### src/rtl/fir_filter_precision_converter.sv
// Precision converter between FIR accumulators and narrower datapaths.
// Drops guard MSBs and fraction LSBs with selectable rounding, optional
// saturation, a two-stage valid/ready pipeline and a sticky overflow counter.
module fir_filter_precision_converter #(
  parameter int INPUT_WIDTH   = 64,
  parameter int OUTPUT_WIDTH  = 32,
  parameter int OFFSET_BITS   = 1,
  parameter int CHANNELS      = 1,
  parameter int OVF_CNT_WIDTH = 16
) (
  input  logic                             clk,
  input  logic                             rst,
  input  logic [CHANNELS*INPUT_WIDTH-1:0]  in_data,
  input  logic                             in_valid,
  output logic                             in_ready,
  input  logic [1:0]                       round_mode,
  input  logic                             sat_en,
  output logic [CHANNELS*OUTPUT_WIDTH-1:0] out_data,
  output logic                             out_valid,
  input  logic                             out_ready,
  output logic [CHANNELS-1:0]              out_ovf,
  output logic [OVF_CNT_WIDTH-1:0]         ovf_count,
  input  logic                             ovf_clr
);

  // number of discarded fraction bits
  localparam int D  = INPUT_WIDTH - OFFSET_BITS - OUTPUT_WIDTH;
  // sign-extended sum width, so adding the rounding constant never overflows
  localparam int SW = INPUT_WIDTH + 1;
  // only s[SW-1:D] matters downstream: kept field plus the overflow-check bits
  localparam int HW = SW - D;
  localparam logic [SW-1:0] HALF = SW'(1) << (D - 1);

  if (D < 1) begin : g_bad_width
    $error("fir_filter_precision_converter: INPUT_WIDTH-OFFSET_BITS-OUTPUT_WIDTH must be >= 1");
  end

  // Rounded sum of one lane, returning only the bits at and above position D.
  // Mode 3 falls through to truncation.
  function automatic logic [HW-1:0] round_hi(input logic [INPUT_WIDTH-1:0] x,
                                             input logic [1:0]             mode);
    logic [SW-1:0] r;
    case (mode)
      2'd1:    r = HALF;
      2'd2:    r = HALF - SW'(1) + SW'(x[D]);
      default: r = '0;
    endcase
    return HW'(({x[INPUT_WIDTH-1], x} + r) >> D);
  endfunction

  logic [HW-1:0]                   s1_hi [CHANNELS];
  logic                            s1_sat;
  logic                            s1_valid;
  logic                            s2_valid;
  logic                            en1;
  logic                            en2;
  logic [CHANNELS*OUTPUT_WIDTH-1:0] s2_data_d;
  logic [CHANNELS-1:0]             s2_ovf_d;

  assign en2       = !s2_valid || out_ready;
  assign en1       = !s1_valid || en2;
  assign in_ready  = en1;
  assign out_valid = s2_valid;

  // Stage 1 valid bit
  always_ff @(posedge clk) begin
    if (rst) s1_valid <= 1'b0;
    else if (en1) s1_valid <= in_valid;
  end

  // Stage 1 data: rounded sums and the sat_en captured with the beat
  always_ff @(posedge clk) begin
    if (en1 && in_valid) begin
      for (int k = 0; k < CHANNELS; k++)
        s1_hi[k] <= round_hi(in_data[k*INPUT_WIDTH +: INPUT_WIDTH], round_mode);
      s1_sat <= sat_en;
    end
  end

  // Overflow detection and saturate/wrap selection for each lane
  always_comb begin
    s2_data_d = '0;
    s2_ovf_d  = '0;
    for (int k = 0; k < CHANNELS; k++) begin
      s2_ovf_d[k] = !((&s1_hi[k][HW-1:OUTPUT_WIDTH-1]) || !(|s1_hi[k][HW-1:OUTPUT_WIDTH-1]));
      if (s2_ovf_d[k] && s1_sat)
        s2_data_d[k*OUTPUT_WIDTH +: OUTPUT_WIDTH] = s1_hi[k][HW-1] ?
          {1'b1, {(OUTPUT_WIDTH-1){1'b0}}} : {1'b0, {(OUTPUT_WIDTH-1){1'b1}}};
      else
        s2_data_d[k*OUTPUT_WIDTH +: OUTPUT_WIDTH] = s1_hi[k][OUTPUT_WIDTH-1:0];
    end
  end

  // Stage 2 output register; holds while the downstream stalls
  always_ff @(posedge clk) begin
    if (rst) begin
      s2_valid <= 1'b0;
      out_data <= '0;
      out_ovf  <= '0;
    end else if (en2) begin
      s2_valid <= s1_valid;
      if (s1_valid) begin
        out_data <= s2_data_d;
        out_ovf  <= s2_ovf_d;
      end
    end
  end

  // Saturating count of delivered beats with any lane overflowed; clear wins
  always_ff @(posedge clk) begin
    if (rst || ovf_clr)
      ovf_count <= '0;
    else if (out_valid && out_ready && (|out_ovf) && !(&ovf_count))
      ovf_count <= ovf_count + OVF_CNT_WIDTH'(1);
  end

endmodule

### config.mk
export PLATFORM = sky130hd
export DESIGN_NAME = fir_filter_precision_converter
export DESIGN_NICKNAME = d
export VERILOG_FILES = /design/src/rtl/fir_filter_precision_converter.sv
export SDC_FILE = /design/constraint.sdc
export NUM_CORES = 1
export LEC_CHECK = 0
export ABC_AREA = 1
export CAP_MARGIN = 20
export CORE_ASPECT_RATIO = 1.4
export CORE_UTILIZATION = 35
export DETAILED_ROUTE_END_ITERATION = 10
export PLACE_DENSITY_LB_ADDON = 0.3
export SLEW_MARGIN = 10
export SYNTH_ARGS = -nofsm -noshare
export SYNTH_HDL_FRONTEND = slang
export SYNTH_SLANG_ARGS = --single-unit
### constraint.sdc
create_clock -name clk -period 2.2 [get_ports clk]
set_clock_uncertainty 0.1 [all_clocks]
set_input_delay 0.44 -clock clk [delete_from_list [all_inputs] [get_ports clk]]
set_output_delay 0.44 -clock clk [all_outputs]
set_load 0.01 [all_outputs]
# Yosys cells after proc, flatten, opt, wreduce, memory -nomap -nowiden
# Memory sizes are Yosys's and may differ from the RTL's.
# Index checks and enable logic that the tools add are counted.
[word_totals] n_memories=1 ramBits=34 in_bits=72 register_bits=52 word_cells=36
[op_classes] eq_ne=2 add_sub_neg=3 n_reduce_logical=18 mux=6
[memory_table] memory="s1_hi" words=1 width=34 read_ports=1 rd_ports_with_merged_regs=0 write_ports=1 line="51" rtl="logic [HW-1:0] s1_hi [CHANNELS];"
[op_table] cell="adder 65 bit" n=1
[op_table] cell="two-way mux 65 bit" n=1
[op_table] cell="two-way mux 32 bit" n=2
[op_table] cell="case mux 31 bit (2 select lines)" n=1
[op_table] cell="adder 30 x 1 -> 31 bit, first input constant" n=1
[op_table] cell="adder 16 x 1 -> 16 bit, second input constant" n=1
[op_table] cell="AND reduction 16 bit" n=1
[op_table] cell="logical AND 1 bit" n=5
[op_table] cell="zero test 1 bit" n=5
[op_table] cell="logical OR 1 bit" n=4
[op_table] cell="AND reduction 3 bit" n=1
[op_table] cell="OR reduction 3 bit" n=1
[op_table] cell="== test 2 x 1 -> 1 bit, second input constant" n=1
[op_table] cell="== test 2 bit, second input constant" n=1
[op_table] cell="two-way mux 1 bit" n=2
[op_table] cell="AND reduction 2 bit" n=1

# Longest topological paths before layout
# Gate-level depths: netlist (run 1).
# An unclocked memory read counts as a cell.
[logic_depth] ltp_word=7 depth_mapped=16

# Least setup slack after synthesis (run 1)
# Ideal clock, no wire load.
[synth_path] path_kind="input-to-reg" startpoint="in round_mode[0]" endpoint="mem s1_hi[0][29] (netlist name), data pin" setup_slack_ns=-0.131 stages=15 path_buffers=0 t_required_ns=1.842 arrival_time_ns=1.973 cell_sequence="inv_1 > ha_1 > a21oi_1 > nor2_1 > ha_1 > nand2_2 > nor2_4 > nand2_2 > inv_2 > nand2_2 > inv_2 > nand2_4 > nor2_4 > nand3b_1 > xnor2_1"
[synth_between] elab_chain_len=4
[synth_lines] item="start, declared" line="16" rtl="input logic [1:0] round_mode,"
[synth_lines] item="== test 2 bit / == test 2 x 1 -> 1 bit (equally long branches)" line="43" rtl="case (mode)"
[synth_lines] item="case mux 31 bit (2 select lines) *" line="43"
[synth_lines] item="two-way mux 65 bit *" line="73" rtl="if (en1 && in_valid) begin"
[synth_lines] item="adder 65 bit *" line="48" rtl="return HW'(({x[INPUT_WIDTH-1], x} + r) >> D);"
[synth_lines] item="end, declared" line="51"
# Mark *: on every way between the ends. The rest lies on a longest branch, timed or not. The select of a mux whose other input is x is not followed.

# Final worst setup path (run 1)
[layout_path] startpoint="in round_mode[1]" endpoint="mem s1_hi[0][0] (netlist name), data pin"
# Same word-level chain as after synthesis.

==> summary.md, run 1 <==
| Metric | Value |
|---|---|
| Status | finished, final reports clean |
| Port buffer count | 122 |
| DRT iter0 DRCs | 230 |
| Share of synthesized flip-flops with an asynchronous set or reset | 0% |
| Syn_nets | 709 |
| DRC viols | 0 |
| Clk slew on worst S/H paths | 60 ps |
| Avg Cell Area, Syn | 7.43 sq um |
| CTS sink cnt | 86 |
| Worst vdd ir | 0.432 mV |
| Vias | 4957 |
| Pwr Density | 564 nW/um^2 |
| Total wire length | 14300 um |
| Syn. warnings | 0 |
| Die H | 139 um |
| Synthesized area | 4700 sq um |
| Share of layout cells above drive strength 1 | 17.2% |
| Clk_lat worst skew | 340 ps |
| Synth unique cells | 31 |
| Bufs and invs on worst path | 3 |
| Slew @ Worst Pin | 486 ps |
| Max-slew headroom | 67.3% |
| Cell family with most CP delay | compound AO/OA/AOI/OAI gates |
| Util after Layout | 56.2% |
| Drt first pass iters | 5 |
| Layout Cell Area excl Fill | 7300 sq um |
| Longest Clk Path Bufs | 2 |
| WP data arrival | 2110 ps |
| Max_cap viols | 0 |
| WP data required | 2190 ps |
| Tmin final | 2120 ps |
| Drt wl/cell | 14.0 um |
| Largest net degree at the start of global routing | 36 |
| HP Class | reg2reg |
| First-pass GRT wire length | 22700 um |
| CTS tree | yes |
| Final ANT Viol Nets | 0 |
| Post-route setup slack | 78.0 ps |
| Width of the die | 100 um |
| Period utilization | 96.5% |
| Number of synthesized flops with an enable pin | 35 |
| Seq/Total Area, Yosys | 44.1% |
| Fin Setup TNS | 0 ps |
| Area grow syn2layout | 55.3% |
| Main synth FF type | dfxtp_1 |
| Remaining Overflow, GRT | 0 |
| Initial antenna violation count | 0 |
| Most numerous cell in the Yosys netlist | nand2_1 |
| Max Transition Viols Final | 0 |
| CP max stage delay | 230 ps |
| Die area | 13900 sq um |
| Synthesized flop and latch total | 86 |
| Via density | 4.83 |
| CTS H-tree depth | 3 |
| Dominant cell type by area after synthesis | edfxtp_1 |
| Initial Utilization | 36.2% |
| Largest fanout on the critical path | 2 |
| Place WS | -682 ps |
| Area share of the largest cell type after synthesis | 22.3% |
| WS Path Type | in2reg |
| Setup violators final | 0 |
| Crit path cell chain | clkdlybuf4s15_1, inv_1, ha_2, a21oi_4, nor2_4, ha_4, inv_1, o21bai_1, o21bai_1, a21oi_2, nand3_4, nor2_1, nor2_1 |
| Crit-path slowest cell | clkdlybuf4s15_1 |
| Final Hold Violating Endpoints | 0 |
| Core area | 13000 sq um |
| Synth area leaders | edfxtp_1, dfxtp_1, nand2_1 |
| Synth Instances | 633 |
| Ant. Diodes | 0 |
| Core Rows | 49 |
| Leakage power | 3.14 nW |
| Placed Instance Area | 6770 sq um |
| Most frequent cells after synthesis | nand2_1, inv_1, nor2_1 |
| CTS Root Cell | clkbuf_16 |
| Dpl hpwl | 11200 um |
| F_max | 0.471 GHz |
| CP Launch Type | input pin |
| Ports | 123 |
| CTS buffer count | 9 |
| Capturing element type of the critical path | flip-flop |
| RePlAce Congestion | 0.905 |
| GRT Util Overall | 20.7% |
| Final net count | 919 |
| Number of global-route vias before repair | 4903 |
[flip-flops by register name, indices dropped and copies added, names as in the netlist]
name	flops
out_data	32
s1_hi	34
s1_valid	1
out_ovf	1
out_valid	1
ovf_count	16
s1_sat	1
[layout make-up]
class                   instances  area, sq um
repair buffers                214         1980
clock inverters                 4         50.0
multi-input cells             449         2370
flip-flops and latches         86         2070
fillers                      1218         5690
well taps                     178          223
clock buffers                  12          278
inverters                      83          329
[repair_timing]
action	CTS	global route
cloned	1	2
setup endpoints to repair	30	18
hold buffers	0	0
gates resized for setup	19	11
pin swaps	13	5
buffers inserted	2	2
[final timing paths]
kind                      start             to  slack, ps  depth (start not counted)
setup / recovery  round_mode[1]    s1_hi[0][0]         80                         13
hold reg to reg    out_data[31]   out_data[31]        370                          2
hold / removal     out_data[31]   out_data[31]        370                          2
setup reg to reg   ovf_count[0]  ovf_count[15]        250                          9
[routing by layer]
metal | track usage (%) | wire (um) | up-vias
met1 | 21.1 | 5300 | 2282
met5 | 0 | 0 | -
met3 | 3.73 | 688 | 29
met2 | 39.5 | 7870 | 158
li1 | - | - | 2488
met4 | 10.3 | 467 | 0
[worst min-delay path, cell delays in order (launching register included)]
cell,delay [ps]
dfxtp_1,310
nand2_1,60
a21oi_1,60
[layout by cell type (no fill, tap or decap), drive strengths merged, types with 4 or more instances in the layout]
| cell | synthesis | routed |
|---|---|---|
| nor3 | 20 | 20 |
| dfxtp | 51 | 51 |
| o21ai | 44 | 44 |
| inv | 83 | 84 |
| clkbuf | 13 | 13 |
| nor4 | 7 | 7 |
| a21oi | 50 | 50 |
| xor2 | 22 | 22 |
| a41oi | 5 | 5 |
| nand2 | 175 | 177 |
| clkdlybuf4s50 | 0 | 118 |
| nand3 | 23 | 23 |
| buf | 4 | 92 |
| nor2 | 63 | 63 |
| nand4 | 16 | 16 |
| ha | 4 | 4 |
| edfxtp | 35 | 35 |
| xnor2 | 10 | 10 |
[through the flow]
step	hold WS [ps]	power, mW	cells
finish	368	4.12	1026
global route	401	4.28	1026
CTS	372	4.12	1022
detailed placement	362	2.49	1003
global placement	357	2.48	1003
floorplan	376	2.08	633
[cell families after synthesis]
group	share of synthesized area [%]
and+or+nand+nor	28.9
AOI/OAI and AO/OA	11.6
buffers and inverters	8.49
DFF	44.1
xor gates and xnor gates	5.96
adders and majority gates	1.06
[report_power, final]
part	switching [mW]	total (mW)	internal [mW]	leakage, nW
logic	0.343	0.715	0.372	2.22
registers	0.0367	1.79	1.75	0.759
clock network	0.607	1.62	1.01	0.164
total	0.987	4.12	3.13	3.14
Power figures use the tool's default switching activity.
==> run 2: changes to the inputs <==
CAP_MARGIN = 40   (was 20)
==> results of run 2 <==
The final DEF is identical to that of run 1; final timing and power are the same.
